**src/rtl/hwpe_stream_realign_ctrl.sv**
```systemverilog
// Address/control sequencer for a realigning stream source: walks a byte-granular
// 2-D descriptor as word-aligned requests, tagging each word with realign flags and a strobe.

package hwpe_stream_realign_pkg;

    typedef struct packed {
        logic        enable;
        logic        realign;
        logic        first;
        logic        last;
        logic        last_packet;
        logic [15:0] line_length;
    } ctrl_realign_t;

endpackage

module hwpe_stream_realign_ctrl
    import hwpe_stream_realign_pkg::*;
#(
    parameter int unsigned DATA_WIDTH = 32
) (
    input  logic                    clk_i,
    input  logic                    rst_ni,
    input  logic                    clear_i,
    input  logic                    start_i,
    input  logic [31:0]             base_addr_i,
    input  logic [15:0]             line_bytes_i,
    input  logic [15:0]             n_lines_i,
    input  logic [31:0]             line_stride_i,
    output logic [31:0]             addr_o,
    output logic                    addr_valid_o,
    input  logic                    addr_ready_i,
    output ctrl_realign_t           ctrl_o,
    output logic [DATA_WIDTH/8-1:0] strb_o,
    output logic                    busy_o,
    output logic                    done_o
);

    localparam int unsigned B     = DATA_WIDTH / 8;
    localparam int unsigned OFF_W = $clog2(B);
    localparam logic [B-1:0] ONES = '1;

    typedef enum logic [1:0] {
        IDLE,
        ISSUE,
        DONE
    } state_t;

    state_t           state;
    logic [OFF_W-1:0] off;
    logic             realign;
    logic [15:0]      out_words;
    logic [16:0]      fetch_words;
    logic [31:0]      line_base;
    logic [31:0]      stride;
    logic [15:0]      n_lines;
    logic [16:0]      word_cnt;
    logic [15:0]      line_cnt;

    logic             handshake;
    logic             last_word;
    logic             last_line;
    logic             start_realign;

    assign handshake     = (state == ISSUE) && addr_ready_i;
    assign last_word     = (word_cnt == fetch_words - 17'd1);
    assign last_line     = (line_cnt == n_lines - 16'd1);
    assign start_realign = (base_addr_i[OFF_W-1:0] != '0);

    // Clear shares the reset behaviour so an aborted transfer leaves no stale descriptor behind.
    always_ff @(posedge clk_i or negedge rst_ni) begin
        if (!rst_ni) begin
            state       <= IDLE;
            off         <= '0;
            realign     <= 1'b0;
            out_words   <= '0;
            fetch_words <= '0;
            line_base   <= '0;
            stride      <= '0;
            n_lines     <= '0;
            word_cnt    <= '0;
            line_cnt    <= '0;
        end else if (clear_i) begin
            state       <= IDLE;
            off         <= '0;
            realign     <= 1'b0;
            out_words   <= '0;
            fetch_words <= '0;
            line_base   <= '0;
            stride      <= '0;
            n_lines     <= '0;
            word_cnt    <= '0;
            line_cnt    <= '0;
        end else begin
            case (state)
                IDLE: begin
                    if (start_i) begin
                        off         <= base_addr_i[OFF_W-1:0];
                        realign     <= start_realign;
                        out_words   <= line_bytes_i >> OFF_W;
                        fetch_words <= {1'b0, line_bytes_i >> OFF_W} + {16'd0, start_realign};
                        line_base   <= {base_addr_i[31:OFF_W], {OFF_W{1'b0}}};
                        stride      <= line_stride_i;
                        n_lines     <= n_lines_i;
                        word_cnt    <= '0;
                        line_cnt    <= '0;
                        if ((n_lines_i == 16'd0) || (line_bytes_i == 16'd0)) begin
                            state <= DONE;
                        end else begin
                            state <= ISSUE;
                        end
                    end
                end
                ISSUE: begin
                    if (handshake) begin
                        if (last_word) begin
                            word_cnt  <= '0;
                            line_base <= line_base + stride;
                            line_cnt  <= line_cnt + 16'd1;
                            if (last_line) begin
                                state <= DONE;
                            end
                        end else begin
                            word_cnt <= word_cnt + 17'd1;
                        end
                    end
                end
                DONE: begin
                    state <= IDLE;
                end
                default: begin
                    state <= IDLE;
                end
            endcase
        end
    end

    assign addr_valid_o = (state == ISSUE);
    assign busy_o       = (state != IDLE);
    assign done_o       = (state == DONE);
    assign addr_o       = line_base + (32'(word_cnt) << OFF_W);

    // A line's first word takes precedence, which covers the single aligned-word line.
    always_comb begin
        strb_o = '0;
        if (addr_valid_o) begin
            if (word_cnt == 17'd0) begin
                strb_o = ONES << off;
            end else if (last_word && realign) begin
                strb_o = ~(ONES << off);
            end else begin
                strb_o = ONES;
            end
        end
    end

    always_comb begin
        ctrl_o             = '0;
        ctrl_o.enable      = busy_o;
        ctrl_o.realign     = realign;
        ctrl_o.line_length = out_words;
        ctrl_o.first       = (word_cnt == 17'd0) && addr_valid_o;
        ctrl_o.last        = last_word && addr_valid_o;
        ctrl_o.last_packet = last_word && addr_valid_o && last_line;
    end

endmodule
```
**config.mk**
```make
export PLATFORM = sky130hd
export DESIGN_NAME = hwpe_stream_realign_ctrl
export DESIGN_NICKNAME = d
export VERILOG_FILES = /design/src/rtl/hwpe_stream_realign_ctrl.sv
export SDC_FILE = /design/constraint.sdc
export NUM_CORES = 1
export LEC_CHECK = 0
export ABC_AREA = 1
export BUFFER_PORTS_ARGS = -buffer_cell sky130_fd_sc_hd__buf_2
export CAP_MARGIN = 20
export CELL_PAD_IN_SITES_DETAIL_PLACEMENT = 0
export CELL_PAD_IN_SITES_GLOBAL_PLACEMENT = 1
export CORE_ASPECT_RATIO = 1.2
export CORE_UTILIZATION = 45
export CTS_CLUSTER_DIAMETER = 100
export CTS_CLUSTER_SIZE = 40
export DETAILED_ROUTE_END_ITERATION = 10
export HOLD_SLACK_MARGIN = 0.12
export PLACE_DENSITY_LB_ADDON = 0.12
export REMOVE_ABC_BUFFERS = 1
export SLEW_MARGIN = 20
export SYNTH_ARGS = -nofsm -noshare
export SYNTH_HDL_FRONTEND = slang
export SYNTH_SLANG_ARGS = --single-unit
```
**constraint.sdc**
```tcl
create_clock -name clk_i -period 4.2 [get_ports clk_i]
set_input_delay 1.05 -clock clk_i [delete_from_list [all_inputs] [get_ports clk_i]]
set_output_delay 1.05 -clock clk_i [all_outputs]
set_load 0.02 [all_outputs]
```
After elaboration in Yosys (flattened, before gate mapping)
Cells that the tools add are included.
{"block": "totals", "ff_bits": 151, "out_inout_bits": 60, "romBits": 0, "ram_bits": 0, "n_memories": 0, "latchBits": 0, "word_cells": 89, "inputBits": 101}
{"block": "op_classes", "order_cmp": 0, "add_sub_neg": 7, "div_mod_pow": 0, "n_bitwise": 1, "mux": 43, "multipliers": 0, "n_reduce_logical": 19, "eq_ne": 8, "shift": 1}
{"op": "32-bit 2-to-1 mux", "count": 7}
{"op": "16-bit 2-to-1 mux", "count": 10}
{"op": "17-bit 2-to-1 mux", "count": 7}
{"op": "32-bit one-hot mux with 2 select lines", "count": 1}
{"op": "17-bit one-hot mux with 2 select lines", "count": 1}
{"op": "32-bit by 19-bit adder with 32-bit output", "count": 1}
{"op": "32-bit adder", "count": 1}
{"op": "16-bit zero test", "count": 2}
{"op": "16-bit one-hot mux with 2 select lines", "count": 1}
{"op": "2-bit 2-to-1 mux", "count": 9}
{"op": "17-bit by 1-bit adder with 17-bit output, second input constant", "count": 1}
{"op": "17-bit equality test", "count": 1}
{"op": "17-bit zero test", "count": 1}
{"op": "17-bit by 1-bit subtractor with 17-bit output, second input constant", "count": 1}
{"op": "16-bit by 1-bit adder with 16-bit output, second input constant", "count": 1}
{"op": "16-bit equality test", "count": 1}
{"op": "16-bit by 1-bit subtractor with 16-bit output, second input constant", "count": 1}
{"op": "14-bit by 1-bit adder with 15-bit output", "count": 1}
{"op": "4-bit 2-to-1 mux", "count": 3}
{"op": "3-bit by 2-bit inequality test with 1-bit output, second input constant", "count": 3}
{"op": "4-bit AND reduction", "count": 2}
{"op": "2-bit nonzero test", "count": 4}
{"op": "1-bit logical AND", "count": 5}
{"op": "4-bit NOT", "count": 1}
{"op": "other kinds (11)", "count": 13}

Logic depth before layout (Yosys ltp)
Gate-level depths: netlist (run 1).
{"block": "logic_depth", "depth_word": 7, "ltp_mapped": 18, "depth_no_buf": 17}

Least setup slack after synthesis (run 1)
OpenSTA, ideal clock, no wires.
{"block": "synth_path", "kind": "reg-to-output", "start": "register word_cnt[0]", "end": "output addr_o[16]", "slack_ps": 962, "t_required_ps": 3150, "path_buffers": 0, "arrival_ps": 2188, "path_stages_with_launch": 10, "path_cell_list": "dfrtp_1 ha_1 inv_1 fa_1 inv_1 a21oi_1 o21ai_0 a21boi_0 o21ai_0 xor2_1"}
{"block": "synth_via", "elab_chain_len": 1}
{"item": "start: declaration", "line": "57", "rtl": "logic [16:0] word_cnt;"}
{"item": "start signal: assignment", "line": "124", "rtl": "word_cnt <= word_cnt + 17'd1;"}
{"item": "32-bit by 19-bit adder with 32-bit output", "line": "141", "rtl": "assign addr_o = line_base + (32'(word_cnt) << OFF_W);"}
{"item": "end: declaration", "line": "30", "rtl": "output logic [31:0] addr_o,"}
No other way between the ends.

Worst setup path in the final report (run 1)
{"block": "layout_path", "start": "register line_base[2]", "end": "output addr_o[16]"}
{"block": "layout_via", "elab_chain_len": 1}
{"item": "start: declaration", "line": "54", "rtl": "logic [31:0] line_base;"}
{"item": "start signal: assignment", "line": "102", "rtl": "line_base <= {base_addr_i[31:OFF_W], {OFF_W{1'b0}}};"}
{"item": "start signal: assignment", "line": "118", "rtl": "line_base <= line_base + stride;"}
{"item": "32-bit by 19-bit adder with 32-bit output", "line": "141"}
No other way between the ends.

==> summary.txt, run 1 <==
Pwr
  – Cell area power density: around 570 nW/um2
  – IR drop worst, VDD: between 0.0003 and 0.0004 V
  – Seq pwr share: between 20% and 30%
  – Sw frac: between 40% and 50%
  – Power share of the combinational group: around 52%
  – Clock group share of total power: 20.3%
  – Total power: 7476 uW
  – Pleak: roughly 0.007 uW
  – Sw Pwr: approximately 3700 uW
  – Pint: between 3000 and 4000 uW

Routing
  – Via count: approximately 11k
  – DRC viols: 0
  – Post-DRT Antenna Nets: 0
  – Initial drt markers: between 400 and 500
  – Final wirelength: 35290 um
  – DR WL/cell: approximately 16 um
  – Vias/cell: around 5.2
  – DRT Pass-1 Iters: 6

Job
  – Max-Cap Viols: 0

Worst setup path
  – Critical path class: flip-flop to output port
  – Crit start category: flip-flop
  – R2R Path Start: line_base[0]
  – CP max stage delay: 0.45 ns
  – Critical path origin: line_base[2]
  – Slowest-stage cell, CP: dfrtp_1
  – Crit Path Max Fanout: 3
  – Data arrival, critical path: 2.98 ns
  – CP Capture Type: output port
  – Worst Path Required: between 3 and 4 ns
  – Critical path, cell by cell: ha_1 -> inv_1 -> fa_1 -> inv_1 -> a21oi_2 -> o21ai_0 -> a21boi_1 -> o21ai_0 -> xor2_1 -> buf_2

CTS
  – # clock sinks: 147
  – CTS HTree Levels: 4
  – TritonCTS clock tree: done
  – Post-CTS Hold Buffers: 0
  – Clk_lat worst skew: 0.44 ns
  – Clock buffer count from CTS: 17
  – Clock-pin slew on the worst setup and hold paths: ~0.07 ns
  – CTS Root Buffer Type: clkbuf_16
  – CTS Buffer Depth: 2

Synthesis
  – Mean Syn Cell Area: slightly below 7 um2
  – Area leader, netlist: dfrtp_1
  – Commonest cells in the netlist: nand2_1, inv_1, nor2_1
  – Post-synthesis sequential area ratio: 31.87%
  – Area fraction of the dominant cell type after synthesis: a little under a third
  – FF+latch count, synth: 147
  – Area contributors post-synth: dfrtp_1, nand2_1, inv_1, nor2_1, ha_1
  – Yosys warning count: 0
  – Main synth FF type: dfrtp_1
  – Asr flop ratio synth: 100.0%
  – Post-Syn Area: roughly 12000 um2
  – EDFF count, synth: 0
  – Mapped Cells: approximately 1.7k
  – Post-synthesis cell type count: 43
  – Top-count cell post-synth: nand2_1

Die
  – Die Y: 177.4 um
  – Die ar.: between 20000 and 30000 um2
  – Core area: ~25000 um2
  – Initial core utilization: between 40% and 50%
  – IO Pins: between 150 and 200
  – Chip width: around 150 um
  – Site row count: 63

Timing
  – Max Fclk: 247.8 MHz
  – Final Slew Violations: 0
  – Worst-margin pin slew: about 0.84 ns
  – Setup_tns: 0 ns
  – Final hold vios: 0
  – Clock skew: about 0.015 ns
  – Slew headroom: about 44%
  – Final Critical Period: a little over 4 ns
  – # setup viols final: 0
  – RSZ-0062 raised after global routing: true
  – Fin crit share: 96.07%

Layout
  – Final Cell Area: about 13000 um2
  – Non-Filler Instances: between 2k and 2.5k
  – Fin nets: between 1.5k and 2k
  – Fillers: 2601
  – N_diodes: 0
  – Fin util: a little over half
  – Layout cells sized above 1: between 10% and 20%
  – Layout area overhead: 14.23%

Place
  – Port Buffers: between 150 and 200
  – Detailed placer's ending HPWL: around 27000 um
  – Dpl cell area: 12590 um2
  – GP Congestion: slightly above 0.9
  – Placed instance count: 2132

Global route
  – Largest net degree at the start of global routing: 67
  – Met2 usage: 48.61%
  – Total GRT Usage: between 20 and 30%
  – Remaining Overflow, GRT: 0
  – Initial antenna violation count: 0
  – Vias in the first global route: between 10k and 15k
  – Met1 Usage GRT: 33.79%
  – Top Usage Layer GRT: met2
  – Met3 Use GR: between 3 and 4%
  – First-pass GRT wire length: 56190 um

Hold path
  – Worst Min Path Start: out_words[8]
  – HP Class: flip-flop to flip-flop

Status
  – Status: completed
## power by group through the flow
| stage | Sequential (uW) | Combinational [uW] | Clock [uW] |
|---|---|---|---|
| 4_1_cts | 2070 | 3900 | 1550 |
| 2_1_floorplan | 2020 | 2720 | 0 |
| 3_5_place_dp | 2100 | 3890 | 0 |
| 5_1_grt | 2120 | 4380 | 1610 |
| 3_3_place_gp | 2100 | 3870 | 0 |
| 6_report | 2080 | 3880 | 1520 |
## worst max-delay path, delay by kind of cell (launching register included)
family / cells / cell delay, ns
XOR/XNOR: 1 / 0.30
adder cells (fa/ha/maj): 2 / 0.65
AO/OA/AOI/OAI: 4 / 0.74
buffers and inverters: 3 / 0.41
flip-flops: 1 / 0.45
## logic make-up (layout without fill, tap and decap cells)
family | after synthesis | in the layout | synth area share, %
flops | 147 | 147 | 31.87
simple gates | 880 | 880 | 31.87
fa+ha+maj | 57 | 57 | 6.310
buf+inv | 257 | 413 | 9.269
compound gates | 255 | 255 | 14.12
xor+xnor | 86 | 86 | 6.526
other cells | 1 | 2 | 0.03249
## final cells by class
cell class	count	area (um2)	share of cell area (%)
tap	325	406.6	3.084
clock buffer	17	425.4	3.227
inverter	209	784.5	5.950
sequential	147	3679	27.90
timing repair buffer	172	927.1	7.032
multi-input combinational	1280	6820	51.73
clock inverter	15	141.4	1.072
## cell usage in the layout, fill, tap and decap left out, drive strengths merged, types with 2 or more instances in the layout
cell type | synthesis | final
a21o | 5 | 5
nand3 | 104 | 104
nor2 | 191 | 191
or2 | 4 | 4
fa | 2 | 2
o21bai | 13 | 13
o22ai | 14 | 14
o21ai | 118 | 118
nor4 | 6 | 6
a31oi | 4 | 4
nor3 | 18 | 18
nand4 | 34 | 34
dfrtp | 147 | 147
buf | 30 | 172
a22o | 33 | 33
clkbuf | 18 | 17
a21oi | 53 | 53
conb | 1 | 2
inv | 207 | 216
xnor2 | 39 | 39
ha | 55 | 55
nor3b | 2 | 2
xor2 | 47 | 47
nand3b | 13 | 13
nand2 | 506 | 506
o211ai | 13 | 13
clkinv | 2 | 7
## worst paths after layout
check                                 to  slack (ns)  depth (start not counted)
max reg2reg                line_base[22]        1.42                         15
max in group asynchronous    n_lines[13]        2.76                          2
min in group asynchronous   out_words[1]        0.59                          1
max                           addr_o[16]        0.17                         10
min reg2reg                 out_words[8]        0.47                          2
min                         out_words[8]        0.47                          2
## metrics by stage
| step | setup slack [ns] | hold WS [ns] |
|---|---|---|
| after floorplan | 0.4425 | 0.4701 |
| after global placement | 0.5656 | 0.4505 |
| after detailed placement | 0.5354 | 0.4588 |
| after CTS | 0.04138 | 0.4770 |
| after global routing | -0.02118 | 0.5037 |
| final | 0.1651 | 0.4750 |
## sequential cells by signal, indices dropped and copies added (netlist names)
| signal | flops |
|---|---|
| out_words | 14 |
| word_cnt | 17 |
| n_lines | 16 |
| fetch_words | 15 |
| state | 2 |
| line_cnt | 16 |
| stride | 32 |
| off | 2 |
| line_base | 32 |
| realign | 1 |
## metal layers
metal	part of all wire [%]	up-vias
li1	-	5757
met1	43	5068
met2	48	258
met3	3.3	77
met4	4.9	0
met5	0	-
## repair_timing
| item | 4_1_cts | 5_1_grt |
|---|---|---|
| buffers inserted | 0 | 1 |
| endpoints found under the setup margin | 0 | 13 |
| resized for setup | 0 | 6 |
No activity file was read; power rests on OpenSTA's default activity.
==> run 2: changes to the inputs <==
CAP_MARGIN = default   (was 20)
CELL_PAD_IN_SITES_DETAIL_PLACEMENT = default   (was 0)
CELL_PAD_IN_SITES_GLOBAL_PLACEMENT = default   (was 1)
CORE_UTILIZATION = 55   (was 45)
==> summary.txt, run 2 (synthesized netlist as in run 1, its figures left out) <==
Layout
  – Most frequent cells in the layout: nand2_1, inv_1, nor2_1
  – Fin util: 64.35% (+11 points)
  – Fillers: 1970 (-24%)
  – Largest regs: line_base (32), stride (32), word_cnt (17)
  – Most common cell after layout, fill and taps aside: nand2_1
  – Layout cells sized above 1: 14.08% (-0.32 points)
  – Non-Filler Instances: 2105 (-2.8%)
  – Fin nets: 1984 (-0.050%)
  – Layout area overhead: 13.73%

Worst setup path
  – CP Capture Type: output port
  – Crit start category: flip-flop
  – Critical path, cell by cell: nor2_1 -> nand2_1 -> inv_2 -> nand2_2 -> nor2_1 -> nand2_1 -> xor2_1 -> nand3_1 -> nor2_1 -> nand2_1 -> nor3_1 -> buf_2
  – Worst Path Required: 3.15 ns (about the same)
  – Worst Path Buf+Inv: 2 (-1)
  – Data arrival, critical path: 2.91 ns (-0.07 ns)
  – CP max stage delay: 0.47 ns (+0.02 ns)
  – Crit-path leading delay family: simple AND/OR/NAND/NOR gates
  – Critical path class: flip-flop to output port
  – Slowest-stage cell, CP: dfrtp_1
  – Crit Path Max Fanout: 5 (+2)

CTS
  – # clock sinks: 147 (unchanged)
  – Clk_lat worst skew: 0.43 ns (about the same)
  – Setup repair bufs after CTS: 0 (unchanged)
  – CTS HTree Levels: 4 (unchanged)
  – Clock buffer count from CTS: 17 (unchanged)
  – CTS Buffer Depth: 2 (unchanged)
  – CTS resizes: 0 (unchanged)
  – CTS Root Buffer Type: clkbuf_16
  – Post-CTS Hold Buffers: 0 (unchanged)
  – Clock-pin slew on the worst setup and hold paths: 0.07 ns (about the same)
  – TritonCTS clock tree: done

Die
  – Chip width: 134.2 um (-9.4%)
  – Core area: 20400 um2 (-18%)
  – Initial core utilization: 56.58% (+10 points)
  – IO Pins: 161 (unchanged)
  – Die Y: 160.7 um (-9.4%)
  – Site row count: 57 (-9.5%)
  – Die ar.: 21570 um2 (-18%)

Pwr
  – Pleak: 0.007003 uW (+0.17%)
  – Cell area power density: 579.4 nW/um2 (+2.2%)
  – IR drop worst, VDD: 0.0003630 V (+3.1%)

Timing
  – RSZ-0062 raised after global routing: false
  – Slew headroom: 31.67% (-12 points)
  – Final hold vios: 0 (unchanged)
  – Worst-margin pin slew: 1.023 ns (+0.1840 ns)
  – Max Fclk: 252.6 MHz (+1.9%)
  – # setup viols final: 0 (unchanged)
  – Setup_tns: 0 ns (unchanged)
  – Final Slew Violations: 0 (unchanged)
  – Final Critical Period: 3.959 ns (-0.07633 ns)
  – Clock skew: 0.01067 ns (-0.004167 ns)
  – Fin crit share: 94.25% (-1.8 points)

Routing
  – DR WL/cell: 16.15 um (-0.89%)
  – Final wirelength: 34000 um (-3.6%)
  – DRC viols: 0 (unchanged)
  – Initial drt markers: 944 (+94%)
  – Via count: 11.66k (+4.5%)
  – Vias/cell: 5.538 (+7.4%)
  – DRT Pass-1 Iters: 5 (-1)
  – Post-DRT Antenna Nets: 0 (unchanged)

Global route
  – Initial antenna violation count: 1 (+1)
  – Vias in the first global route: 11.03k (+2.0%)
  – First-pass GRT wire length: 54610 um (-2.8%)
  – Largest net degree at the start of global routing: 108 (+61%)
  – Remaining Overflow, GRT: 0 (unchanged)
  – Total GRT Usage: 32.24% (+4.2 points)

Place
  – Port Buffers: 158 (unchanged)
  – GP Congestion: 0.9801 (+6.9%)
  – Detailed placer's ending HPWL: 25790 um (-5.2%)
  – Placed instance count: 2072 (-2.8%)

Hold path
  – HP Class: flip-flop to flip-flop

Status
  – Status: completed

Job
  – Max-Cap Viols: 0 (unchanged)
## run 2: changes by cell type in the layout (fill, tap and decap cells not counted), sizes merged
| cell | before | now |
|---|---|---|
| diode | 0 | 1 |
| buf | 172 | 170 |
| clkbuf | 17 | 20 |
| bufinv | 0 | 3 |
| clkinv | 7 | 8 |
| inv | 216 | 211 |
| clkinvlp | 1 | 0 |
## run 2: worst paths after layout
check	end	slack [ns]	startpoint	depth (start not counted)
min in group asynchronous	stride[10]	0.74	rst_ni	1
worst min register to register	out_words[8]	0.47	out_words[8]	2
max in group asynchronous	stride[18]	2.57	rst_ni	2
worst max register to register	word_cnt[12]	1.39	state[1]	12
worst max-delay path	ctrl_o[16]	0.24	fetch_words[5]	12
worst min-delay path	out_words[8]	0.47	out_words[8]	2
## run 2: worst reg2reg max path: stages (launching register included)
cell      delay, ns
dfrtp_1        0.42
inv_1          0.09
nand2_2        0.53
nor2_2         0.09
buf_4          0.21
nand2_1        0.06
nand2_1        0.08
a21oi_2        0.29
nand3_1        0.21
nor2_1         0.25
nand4_1        0.19
o211ai_1       0.22
nor2_1         0.05
## run 2: cell type report
cell class / instances / area, um2 / area share [%]
inverters: 209 / 784.5 / 5.977
clock inverters: 13 / 175.2 / 1.335
clock buffers: 19 / 432.9 / 3.298
repair buffers: 171 / 909.6 / 6.930
diodes: 1 / 2.502 / 0.01907
flip-flops and latches: 147 / 3679 / 28.03
well taps: 265 / 331.6 / 2.526
multi-input cells: 1280 / 6810 / 51.89
## run 2: through the flow
stage | power, uW | worst slack [ns] | cell area [um2] | hold slack, ns
3_3_place_gp | 5903 | 0.6341 | 12510 | 0.4666
5_1_grt | 8130 | 0.02122 | 13130 | 0.5032
6_report | 7605 | 0.2414 | 13130 | 0.4717
3_5_place_dp | 5942 | 0.6519 | 12510 | 0.4584
2_1_floorplan | 4736 | 0.4425 | 11260 | 0.4701
4_1_cts | 7572 | 0.1793 | 13110 | 0.4743
## run 2: routing by layer
layer,track usage [%],wire length [um],up-vias
li1,-,-,5735
met1,42.66,15080,5446
met2,53.37,15850,406
met3,4.261,2015,71
met4,12.46,1060,0
met5,0,0,-
## run 2: power by group
part           internal [uW]  switching (uW)
Clock                    949             671
Sequential              1720             371
Combinational           1300            2590
